`src/rtl/ahb_ram_ctrl.sv`:
```
// ahb_ram_ctrl
// ------------------------------------------------------------------------------
// AHB-Lite slave front end for the on-chip RAM. It drives four 8-bit simple
// dual-port byte lanes. Each lane has one write port and one registered read
// port with 1-cycle latency, and it returns old data when a read and a write hit
// the same word.
//
// Bus handshake: a transfer is accepted on a rising edge when
// HSEL & HTRANS[1] & HREADY. Its data phase is the following cycle. The slave
// inserts a wait state (HREADYOUT=0) only in the first cycle of an ERROR
// response. Reads and writes are otherwise zero-wait.
//
// Ports:
//   HCLK, HRESETn      clock, synchronous active-low reset
//   HSEL, HADDR,       AHB-Lite address-phase inputs
//   HTRANS, HWRITE,
//   HSIZE, HREADY
//   HWDATA             write data (data phase)
//   HRDATA             read data (data phase)
//   HREADYOUT, HRESP   slave ready / response (0=OKAY, 1=ERROR)
//   ram_raddr          read word address, common to all lanes
//   ram_waddr          write word address, common to all lanes
//   ram_wdata          write data, lane n uses [8n+7:8n]
//   ram_we             per-lane write enable
//   ram_q              registered RAM read data
// ------------------------------------------------------------------------------
module ahb_ram_ctrl #(
   parameter int RAM_ADDR_WIDTH = 6
) (
   input  logic                      HCLK,
   input  logic                      HRESETn,
   input  logic                      HSEL,
   input  logic [31:0]               HADDR,
   input  logic [1:0]                HTRANS,
   input  logic                      HWRITE,
   input  logic [2:0]                HSIZE,
   input  logic                      HREADY,
   input  logic [31:0]               HWDATA,
   output logic [31:0]               HRDATA,
   output logic                      HREADYOUT,
   output logic                      HRESP,
   output logic [RAM_ADDR_WIDTH-1:0] ram_raddr,
   output logic [RAM_ADDR_WIDTH-1:0] ram_waddr,
   output logic [31:0]               ram_wdata,
   output logic [3:0]                ram_we,
   input  logic [31:0]               ram_q
);

   localparam logic [1:0] ST_OKAY = 2'd0;
   localparam logic [1:0] ST_ERR1 = 2'd1;
   localparam logic [1:0] ST_ERR2 = 2'd2;

   logic [1:0]                state;
   logic [1:0]                state_nxt;
   logic                      accept;
   logic                      illegal;
   logic                      legal_wr;
   logic                      legal_rd;
   logic                      err_acc;
   logic                      fwd_hit;
   logic [3:0]                lane_mask;
   logic [RAM_ADDR_WIDTH-1:0] haddr_word;
   logic [RAM_ADDR_WIDTH-1:0] wr_addr;
   logic [3:0]                wr_mask;
   logic                      wr_pend;
   logic [3:0]                fwd_mask;
   logic [31:0]               fwd_data;

   // Upper address bits are ignored, so addresses wrap modulo the RAM size.
   // HTRANS[0] only separates NONSEQ from SEQ, and both are treated alike.
   logic unused_bits;
   assign unused_bits = ^{HADDR[31:RAM_ADDR_WIDTH+2], HTRANS[0]};

   assign haddr_word = HADDR[RAM_ADDR_WIDTH+1:2];
   assign accept     = HSEL & HTRANS[1] & HREADY;

   // Lane mask and alignment check from size and low address bits.
   always_comb begin
      lane_mask = 4'b0000;
      illegal   = 1'b0;
      case (HSIZE)
         3'd0: lane_mask = 4'b0001 << HADDR[1:0];
         3'd1: begin
            lane_mask = HADDR[1] ? 4'b1100 : 4'b0011;
            illegal   = HADDR[0];
         end
         3'd2: begin
            lane_mask = 4'b1111;
            illegal   = |HADDR[1:0];
         end
         default: illegal = 1'b1;
      endcase
   end

   assign legal_wr = accept & ~illegal & HWRITE;
   assign legal_rd = accept & ~illegal & ~HWRITE;
   assign err_acc  = accept & illegal;

   // A read whose address phase overlaps a write data phase to the same word
   // gets old data from the RAM. The written bytes are captured here and merged
   // into HRDATA in the read data phase.
   assign fwd_hit = legal_rd & wr_pend & (wr_addr == haddr_word);

   always_comb begin
      state_nxt = ST_OKAY;
      case (state)
         ST_OKAY, ST_ERR2: state_nxt = err_acc ? ST_ERR1 : ST_OKAY;
         ST_ERR1:          state_nxt = ST_ERR2;
         default:          state_nxt = ST_OKAY;
      endcase
   end

   always_ff @(posedge HCLK) begin
      if (!HRESETn) begin
         state    <= ST_OKAY;
         wr_pend  <= 1'b0;
         wr_addr  <= '0;
         wr_mask  <= 4'b0000;
         fwd_mask <= 4'b0000;
         fwd_data <= 32'h0;
      end else begin
         state   <= state_nxt;
         wr_pend <= legal_wr;
         if (legal_wr) begin
            wr_addr <= haddr_word;
            wr_mask <= lane_mask;
         end
         if (fwd_hit) begin
            fwd_mask <= wr_mask;
            fwd_data <= HWDATA;
         end else begin
            fwd_mask <= 4'b0000;
         end
      end
   end

   assign HREADYOUT = (state != ST_ERR1);
   assign HRESP     = (state != ST_OKAY);

   // Reset drops a write that is in its data phase, even before the edge.
   assign ram_we    = wr_mask & {4{wr_pend & HRESETn}};
   assign ram_waddr = wr_addr;
   assign ram_wdata = HWDATA;
   assign ram_raddr = haddr_word;

   always_comb begin
      HRDATA = ram_q;
      for (int n = 0; n < 4; n++) begin
         if (fwd_mask[n]) HRDATA[8*n +: 8] = fwd_data[8*n +: 8];
      end
   end

endmodule
```
`config.mk`:
```
export PLATFORM = sky130hd
export DESIGN_NAME = ahb_ram_ctrl
export DESIGN_NICKNAME = d
export VERILOG_FILES = /design/src/rtl/ahb_ram_ctrl.sv
export SDC_FILE = /design/constraint.sdc
export NUM_CORES = 1
export LEC_CHECK = 0
export ABC_CLOCK_PERIOD_IN_PS = 1700
export BUFFER_PORTS_ARGS = -buffer_cell sky130_fd_sc_hd__buf_2
export CAP_MARGIN = 20
export CORE_ASPECT_RATIO = 0.5
export CORE_MARGIN = 1.5
export CORE_UTILIZATION = 43
export CTS_BUF_LIST = sky130_fd_sc_hd__clkbuf_8
export DETAILED_ROUTE_END_ITERATION = 16
export PLACE_DENSITY = 0.8
export SYNTH_ARGS = -nofsm -noshare
export SYNTH_HDL_FRONTEND = slang
export SYNTH_SLANG_ARGS = --single-unit
```
`constraint.sdc`:
```
create_clock -name HCLK -period 1.7 [get_ports HCLK]
set_input_delay 0.255 -clock HCLK [delete_from_list [all_inputs] [get_ports HCLK]]
set_output_delay 0.255 -clock HCLK [all_outputs]
set_load 0.005 [all_outputs]
```
==> results of run 1 <==
-- flip-flops by register name, indices dropped and copies added, names as in the netlist --
name       cells
fwd_data      32
wr_mask        4
ram_waddr      6
wr_pend        1
fwd_mask       4
state          2
-- per-layer routing --
metal / wire length (µm) / up-vias
met4: 13 / 0
met1: 3070 / 1286
met5: 0 / -
met2: 3760 / 74
li1: - / 1335
met3: 315 / 2
-- synthesized netlist by cell type --
cell	n	area share
a21oi_1	39	0.070
a21oi_2	1	0.0031
and3_1	9	0.020
and4_1	1	0.0031
and4b_1	1	0.0036
buf_1	1	0.0013
buf_2	11	0.020
buf_4	41	0.11
clkbuf_1	15	0.020
dfxtp_1	49	0.35
inv_1	1	0.0013
inv_2	1	0.0013
mux2_2	32	0.13
mux2i_1	6	0.021
nand2_1	4	0.0054
nand2b_1	2	0.0045
nand3_1	2	0.0036
nand4_1	33	0.074
nor2_1	13	0.017
nor2b_1	1	0.0022
nor3_1	1	0.0018
nor3_4	1	0.0058
nor4_1	1	0.0022
o2111ai_1	2	0.0063
o211ai_2	1	0.0045
o21a_1	1	0.0027
o21ai_2	1	0.0031
o31ai_1	32	0.086
or2_2	1	0.0022
or3b_1	2	0.0063
xnor2_1	6	0.019
-- per-stage QoR --
step	setup WS [ns]	std cells
finish	0.101	511
global route	0.00394	511
CTS	0.0307	511
detailed placement	0.194	503
global placement	0.239	503
floorplan	0.326	312
-- report_power, final --
| group | switching, mW | leakage [nW] | internal [mW] |
|---|---|---|---|
| registers | 0.00169 | 0.395 | 1.15 |
| logic | 0.162 | 1.10 | 0.180 |
| clock network | 0.370 | 0.0626 | 0.474 |
-- repair_timing --
| action | CTS | global route |
|---|---|---|
| setup endpoints to repair | 0 | 8 |
| hold buffers | 0 | 0 |
| resized for setup | 0 | 1 |
-- critical path, stage by stage (launching register included) --
cell and delay, ns:
dfxtp_1 0.55, mux2_2 0.38, buf_2 0.13
-- cells by family after synthesis --
group | Yosys count | share of synthesized area
AND/OR/NAND/NOR | 72 | 0.152
multiplexers | 38 | 0.150
XOR/XNOR | 6 | 0.0188
buffers and inverters | 70 | 0.154
AO/OA/AOI/OAI | 77 | 0.175
flip-flops | 49 | 0.350
-- layout by cell type (no fill, tap or decap), types with 2 or more instances in the layout --
master | netlist | final
a21oi_1 | 39 | 39
and3_1 | 9 | 9
buf_12 | 0 | 5
buf_2 | 11 | 162
buf_4 | 41 | 4
clkbuf_8 | 0 | 6
dfxtp_1 | 49 | 48
inv_1 | 1 | 2
mux2_2 | 32 | 32
mux2i_1 | 6 | 6
nand2_1 | 4 | 4
nand2b_1 | 2 | 2
nand3_1 | 2 | 2
nand4_1 | 33 | 33
nor2_1 | 13 | 13
o2111ai_1 | 2 | 2
o31ai_1 | 32 | 32
or3b_1 | 2 | 2
xnor2_1 | 6 | 6
-- layout make-up --
class,instances,area [µm²],area share
timing repair buffer,171,941,0.265
multi-input combinational,193,1390,0.392
clock inverter,2,33.8,0.00953
tap,88,110,0.0311
sequential,49,982,0.277
clock buffer,6,82.6,0.0233
inverter,2,7.51,0.00212
-- worst paths after layout --
| path | depth (start not counted) | to | from |
|---|---|---|---|
| min | 3 | state[0]$_SDFF_PN0_ | HREADY |
| max reg2reg | 5 | fwd_data[3]$_SDFFE_PN0P_ | wr_pend$_SDFF_PN0_ |
| min reg2reg | 1 | state[0]$_SDFF_PN0_ | state[0]$_SDFF_PN0_ |
| max | 2 | HRDATA[18] | fwd_mask[2]$_SDFF_PN0_ |
==> results.yml, run 1 <==
global_route:
  grt_most_used_layer: "met2"
  met2_usage: 0.349
  track_usage: 0.195
  grt_max_degree: 35
  grt_pass1_wl_mm: 10.8
  antenna_found_initial: 0
  gr-usage-met1: 0.251
  grt_overflow_total: 0
  grt_pass1_vias: 2366
  globalRouteMet3Util: 0.0365
layout:
  drive_gt1_frac: 0.513
  area_growth_pct: 26.6
  final.fill_count: 606
  final_nets: 528
  n_antenna_cell: 0
  fin_area_mm2: 0.00355
  post-route-util: 0.574
sta:
  skew_ns: 0.00657
  hold_viol_final: 0
  finalSetupViolCount: 0
  worst_pin_slew_ns: 0.420
  fin_crit_ns: 1.60
  grt_setup_unrepaired: "false"
  fin_setup_tns_ns: 0
  period_share: 0.941
  max_slew_margin: 0.720
  fin_hold_ws_ns: 0.211
  slew_viol_final: 0
  max_freq_mhz: 625
critical_path:
  cp_max_fo: 8
  cp-end-kind: "primary output"
  cp-start-kind: "register"
  rrSetupSlack_ns: 0.25
  arrival_ns: 1.34
  crit_required_ns: 1.44
  crit_type: "reg2out"
drt:
  drtIter0Drc: 136
  drc: 0
  ant_nets: 0
  drtPass1Iterations: 4
  wire_per_inst_um: 14.0
  dr_total_vias: 2697
  avgViaCountPerCell: 5.28
  wirelength_mm: 7.16
cts:
  numCtsBuffers: 5
  cts_setup_buffers: 0
  clk_path_buf_depth: 2
  path_clk_slew_ns: 0.08
  cts_tree: "yes"
  root_buffer: "clkbuf_8"
  cts_num_sinks: 49
  htreeDepth: 2
  clock_latency_ns: 0.29
power:
  p_leak_nw: 1.55
  p_per_area_mw_per_mm2: 659
  power_mw: 2.34
  max-vdd-ir-drop_mv: 0.310
placement:
  io_buffers: 162
  placed_area_mm2: 0.00343
  dp_hpwl_mm: 5.19
  gp_congestion: 0.836
synth:
  syn_inst: 312
  ys_seq_area_frac: 0.350
  ys_warn_count: 0
  ys_ff_latch: 49
  ys_types: 31
  avgSynthCellArea_um2: 8.97
  synth_nets: 418
  synth_area_mm2: 0.00280
die:
  placementRows: 20
  io_pins: 188
  dieArea_mm2: 0.00703
  start_util: 0.453
  die_y_um: 60.1
  fp.dieW_um: 117
  coreArea_mm2: 0.00618
job:
  drv_cap: 0
outcome:
  status: "completed"
min_path:
  hold_path.class: "in2reg"
No activity file was read; power rests on OpenSTA's default activity.
==> run 2, diff against run 1 <==
--- a/config.mk
+++ b/config.mk
@@ -5,6 +5,7 @@
 export SDC_FILE = /design/constraint.sdc
 export NUM_CORES = 1
 export LEC_CHECK = 0
+export ABC_AREA = 1
 export ABC_CLOCK_PERIOD_IN_PS = 1700
 export BUFFER_PORTS_ARGS = -buffer_cell sky130_fd_sc_hd__buf_2
 export CAP_MARGIN = 20
==> results.yml, run 2 <==
synth:
  synthTopCellsByCount: "113 x nor2_1, 101 x nand2_1, 56 x inv_1, 49 x dfxtp_1"
  synth_nets: 558
  ys_top_cells_by_area: "dfxtp_1 35%, nor2_1 15%, nand2_1 14%, buf_4 11%, a21oi_1 7.5%"
  synthFlopType: "dfxtp_1"
  syn_inst: 452
  ys_warn_count: 0
  ys_ff_latch: 49
  synth_area_mm2: 0.00279
  yosysMostFrequentCell: "nor2_1"
  avgSynthCellArea_um2: 6.17
  ys_seq_area_frac: 0.352
  synth-edff-count: 0
  yosys.area.top_type: "dfxtp_1"
  synthArstFlopShare: 0
  synth_top_area_frac: 0.352
  ys_types: 20
global_route:
  grt_pass1_vias: 2152
  grt_overflow_total: 0
  grt_max_degree: 32
  track_usage: 0.167
  antenna_found_initial: 0
  grt_pass1_wl_mm: 9.14
cts:
  numCtsBuffers: 5
  htreeDepth: 2
  cts-hold-fix-buffers: 0
  cts_tree: "yes"
  path_clk_slew_ns: 0.09
  clk_path_buf_depth: 2
  cts_num_sinks: 49
  clock_latency_ns: 0.31
  root_buffer: "clkbuf_8"
min_path:
  hold_depth: 3
  hold_path.class: "in2reg"
layout:
  largest_reg_flops: 32
  final_common_cell: "buf_2"
  final_cell_mix: "162 x buf_2, 113 x nor2_1, 101 x nand2_1, 56 x inv_1, 46 x dfxtp_1"
  top_register: "fwd_data"
  area_growth_pct: 24.9
  n_antenna_cell: 0
  drive_gt1_frac: 0.330
  fin_area_mm2: 0.00348
  final_nets: 675
power:
  power_mw: 2.15
  sw_frac_of_total: 0.258
  seqPwrFrac: 0.536
  p_leak_nw: 1.97
  pwr-share-comb: 0.143
  power_switching_uw: 554
  p_per_area_mw_per_mm2: 617
  clkPwrFrac: 0.321
  p_int_mw: 1.60
  max-vdd-ir-drop_mv: 0.382
placement:
  io_buffers: 162
  dp_hpwl_mm: 4.77
  pre_cts_ws_ns: 0.170
  placed_area_mm2: 0.00337
  gp_congestion: 0.825
sta:
  max_slew_margin: 0.685
  worst_slack_ns: 0.164
  slew_viol_final: 0
  worst_pin_slew_ns: 0.472
  grt_setup_unrepaired: "false"
  finalSetupViolCount: 0
  hold_viol_final: 0
  fin_hold_ws_ns: 0.178
  period_share: 0.903
  max_freq_mhz: 651
  skew_ns: 0.00673
  fin_crit_ns: 1.54
  fin_setup_tns_ns: 0
drt:
  ant_nets: 0
  wirelength_mm: 6.15
  drtPass1Iterations: 4
  drc: 0
  wire_per_inst_um: 9.35
  dr_total_vias: 2801
  drtIter0Drc: 134
  avgViaCountPerCell: 4.26
critical_path:
  crit_required_ns: 1.44
  crit_type: "reg2out"
  cp-end-kind: "primary output"
  arrival_ns: 1.28
  cp-start-kind: "register"
  cp_max_fo: 16
  r2r_cells: 10
die:
  die_y_um: 59.9
  coreArea_mm2: 0.00616
  placementRows: 20
  dieArea_mm2: 0.00700
  start_util: 0.453
  fp.dieW_um: 117
  io_pins: 188
outcome:
  status: "completed"
job:
  drv_cap: 0
run 2: changes by cell type in the layout (fill, tap and decap cells not counted), sizes merged, moves of 32 or more:
cell	delta
nor2	+103
nand2	+99
inv	+54
mux2	-32
nand4	-32
o31ai	-32
run 2: worst paths after layout:
check                             from                        to  slack, ns
max reg2reg  ram_waddr[5]$_SDFFE_PN0P_  fwd_data[0]$_SDFFE_PN0P_       0.28
min                          HWDATA[7]  fwd_data[7]$_SDFFE_PN0P_       0.18
max             fwd_mask[1]$_SDFF_PN0_                 HRDATA[9]       0.16
min reg2reg        state[0]$_SDFF_PN0_       state[1]$_SDFF_PN0_       0.46
run 2: what timing repair did:
item,in CTS,in global routing
setup buffers,0,2
endpoints found under the setup margin,0,32
endpoints found under the hold margin,0,0
gates resized for setup,0,3
run 2: logic make-up after synthesis:
family,count (synthesis),synth area share
compound gates,45,0.0830
simple gates,240,0.341
buf+inv,118,0.224
flops,49,0.352
run 2: layout make-up:
cell class / instances / area, µm²
fill: 650 / 2670
multi-input combinational: 285 / 1180
sequential: 49 / 985
timing repair buffer: 170 / 896
inverter: 58 / 218
tap: 88 / 110
clock buffer: 5 / 68.8
clock inverter: 3 / 22.5
run 2: metrics by stage:
step,utilization,cells
4_1_cts,0.563,656
3_3_place_gp,0.548,648
2_1_floorplan,-,452
6_report,0.566,658
3_5_place_dp,0.548,648
5_1_grt,0.566,658
run 2: power groups by stage:
stage / clock network [mW] / registers [mW] / logic [mW]
5_1_grt: 0.769 / 1.15 / 0.351
3_3_place_gp: 0 / 1.18 / 0.307
4_1_cts: 0.729 / 1.15 / 0.311
3_5_place_dp: 0 / 1.18 / 0.310
2_1_floorplan: 0 / 1.18 / 0.170
6_report: 0.690 / 1.15 / 0.308
run 2: routing by layer:
layer	routed length, µm	part of all wire	up-vias	GRT usage
met1	2960	0.48	1197	0.214
li1	-	-	1542	-
met4	53	0.0086	0	0.0413
met2	2890	0.47	55	0.287
met3	250	0.041	7	0.0396
met5	0	0	-	0
run 2: worst max-delay path, cell delays in order, from the launching register on:
cell	delay, ns
dfxtp_1	0.62
nor2_1	0.09
a21oi_1	0.13
buf_2	0.13
==> run 3, diff against run 2 <==
--- a/config.mk
+++ b/config.mk
@@ -9,7 +9,6 @@
 export ABC_CLOCK_PERIOD_IN_PS = 1700
 export BUFFER_PORTS_ARGS = -buffer_cell sky130_fd_sc_hd__buf_2
 export CAP_MARGIN = 20
-export CORE_ASPECT_RATIO = 0.5
 export CORE_MARGIN = 1.5
 export CORE_UTILIZATION = 43
 export CTS_BUF_LIST = sky130_fd_sc_hd__clkbuf_8
==> results.yml, run 3 (same netlist as run 2, synthesis figures left out) <==
cts:
  cts_tree: "yes"
  clk_path_buf_depth: 2
  numCtsBuffers: 5
  clock_latency_ns: 0.30
  root_buffer: "clkbuf_8"
  cts-hold-fix-buffers: 0
  htreeDepth: 2
  path_clk_slew_ns: 0.10
  cts_num_sinks: 49
placement:
  pre_cts_ws_ns: 0.164
  placed_area_mm2: 0.00335
  io_buffers: 162
  gp_congestion: 0.774
  dp_hpwl_mm: 5.05
drt:
  avgViaCountPerCell: 4.49
  wirelength_mm: 6.53
  drtPass1Iterations: 4
  ant_nets: 0
  drtIter0Drc: 65
  wire_per_inst_um: 10.1
  dr_total_vias: 2900
  drc: 0
global_route:
  grt_pass1_vias: 2648
  antenna_found_initial: 0
  track_usage: 0.187
  grt_max_degree: 51
  grt_overflow_total: 0
  grt_pass1_wl_mm: 10.9
layout:
  final_common_cell: "buf_2"
  n_antenna_cell: 0
  final_cell_mix: "162 x buf_2, 113 x nor2_1, 101 x nand2_1, 56 x inv_1, 45 x dfxtp_1"
  area_growth_pct: 23.7
  top_register: "fwd_data"
  final_nets: 674
  largest_reg_flops: 32
  drive_gt1_frac: 0.330
  final.fill_count: 651
  fin_area_mm2: 0.00345
  post-route-util: 0.546
die:
  die_y_um: 83.5
  coreArea_mm2: 0.00631
  fp.dieW_um: 83.5
  placementRows: 29
  start_util: 0.442
  dieArea_mm2: 0.00697
  io_pins: 188
critical_path:
  crit_required_ns: 1.44
  r2r_cells: 10
  cpLargestDelayFamily: "flip-flops"
  rrSetupSlack_ns: 0.28
  crit_type: "reg2out"
  worstReg2RegStart: "ram_waddr[0]$_SDFFE_PN0P_"
  arrival_ns: 1.23
  cp_max_fo: 12
  slowest_delay_ns: 0.39
  slowest_stage: "dfxtp_2"
  reg2reg_to: "fwd_data[15]$_SDFFE_PN0P_"
  cp-end-kind: "primary output"
  path_cells: "buf_4 -> nor2_1 -> a21oi_1 -> buf_2"
  cp-start-kind: "register"
  crit_buf_inv: 2
sta:
  hold_viol_final: 0
  max_slew_margin: 0.746
  skew_ns: 0.00590
  period_share: 0.876
  max_freq_mhz: 671
  grt_setup_unrepaired: "false"
  fin_crit_ns: 1.49
  fin_setup_tns_ns: 0
  worst_pin_slew_ns: 0.381
  worst_slack_ns: 0.210
  slew_viol_final: 0
  finalSetupViolCount: 0
power:
  max-vdd-ir-drop_mv: 0.314
  p_leak_nw: 1.97
  p_per_area_mw_per_mm2: 625
min_path:
  hold_depth: 3
  hold_path.class: "in2reg"
  min-delay-start: "HWDATA[7]"
  holdPathEnd: "fwd_data[7]$_SDFFE_PN0P_"
outcome:
  status: "completed"
job:
  drv_cap: 0
## run 3: tightest hold or removal path, cell delays in order
cell and delay (ns):
buf_2 0.08, nor2_1 0.04, nor2_1 0.08
## run 3: timing repair
item,in CTS,in global routing
gates resized for setup,0,4
endpoints found under the setup margin,0,29
setup buffers,0,1
## run 3: routing by layer
| metal | GRT usage | wire length (µm) | up-vias |
|---|---|---|---|
| li1 | - | - | 1543 |
| met1 | 0.209 | 2810 | 1249 |
| met2 | 0.356 | 3230 | 102 |
| met3 | 0.0376 | 409 | 6 |
| met4 | 0.0566 | 79 | 0 |
| met5 | 0 | 0 | - |
## run 3: how the worst max path moves through the flow
stage                         startpoint                        end  slack (ns)  depth (start not counted)
6_report          fwd_mask[1]$_SDFF_PN0_                 HRDATA[10]        0.21                          4
5_1_grt        ram_waddr[0]$_SDFFE_PN0P_  fwd_data[22]$_SDFFE_PN0P_        0.08                         11
4_1_cts           fwd_mask[2]$_SDFF_PN0_                 HRDATA[20]        0.09                          3
3_5_place_dp                    HSIZE[2]  fwd_data[25]$_SDFFE_PN0P_        0.16                         11
3_3_place_gp                    HSIZE[2]   fwd_data[1]$_SDFFE_PN0P_        0.21                         10
2_1_floorplan  ram_waddr[1]$_SDFFE_PN0P_   fwd_data[0]$_SDFFE_PN0P_        0.43                         10
## run 3: final cells by class
| cell class | instances | area (µm²) | area share |
|---|---|---|---|
| well taps | 77 | 96.3 | 0.0279 |
| inverters | 58 | 218 | 0.0631 |
| clock inverters | 3 | 21.3 | 0.00617 |
| flip-flops and latches | 49 | 986 | 0.286 |
| repair buffers | 169 | 876 | 0.254 |
| multi-input cells | 285 | 1180 | 0.343 |
| clock buffers | 5 | 68.8 | 0.0200 |
## run 3: stage by stage
stage / power (mW) / instances / hold slack, ns
2_1_floorplan: 1.35 / 452 / 0.390
4_1_cts: 2.18 / 645 / 0.173
3_3_place_gp: 1.49 / 637 / 0.443
6_report: 2.16 / 646 / 0.180
5_1_grt: 2.28 / 646 / 0.175
3_5_place_dp: 1.49 / 637 / 0.446
## run 3: report_power, final
| group | leakage (nW) | total (mW) | switching (mW) | internal (mW) |
|---|---|---|---|---|
| registers | 0.397 | 1.15 | 0.00184 | 1.15 |
| clock network | 0.0445 | 0.693 | 0.401 | 0.292 |
| logic | 1.53 | 0.312 | 0.154 | 0.157 |
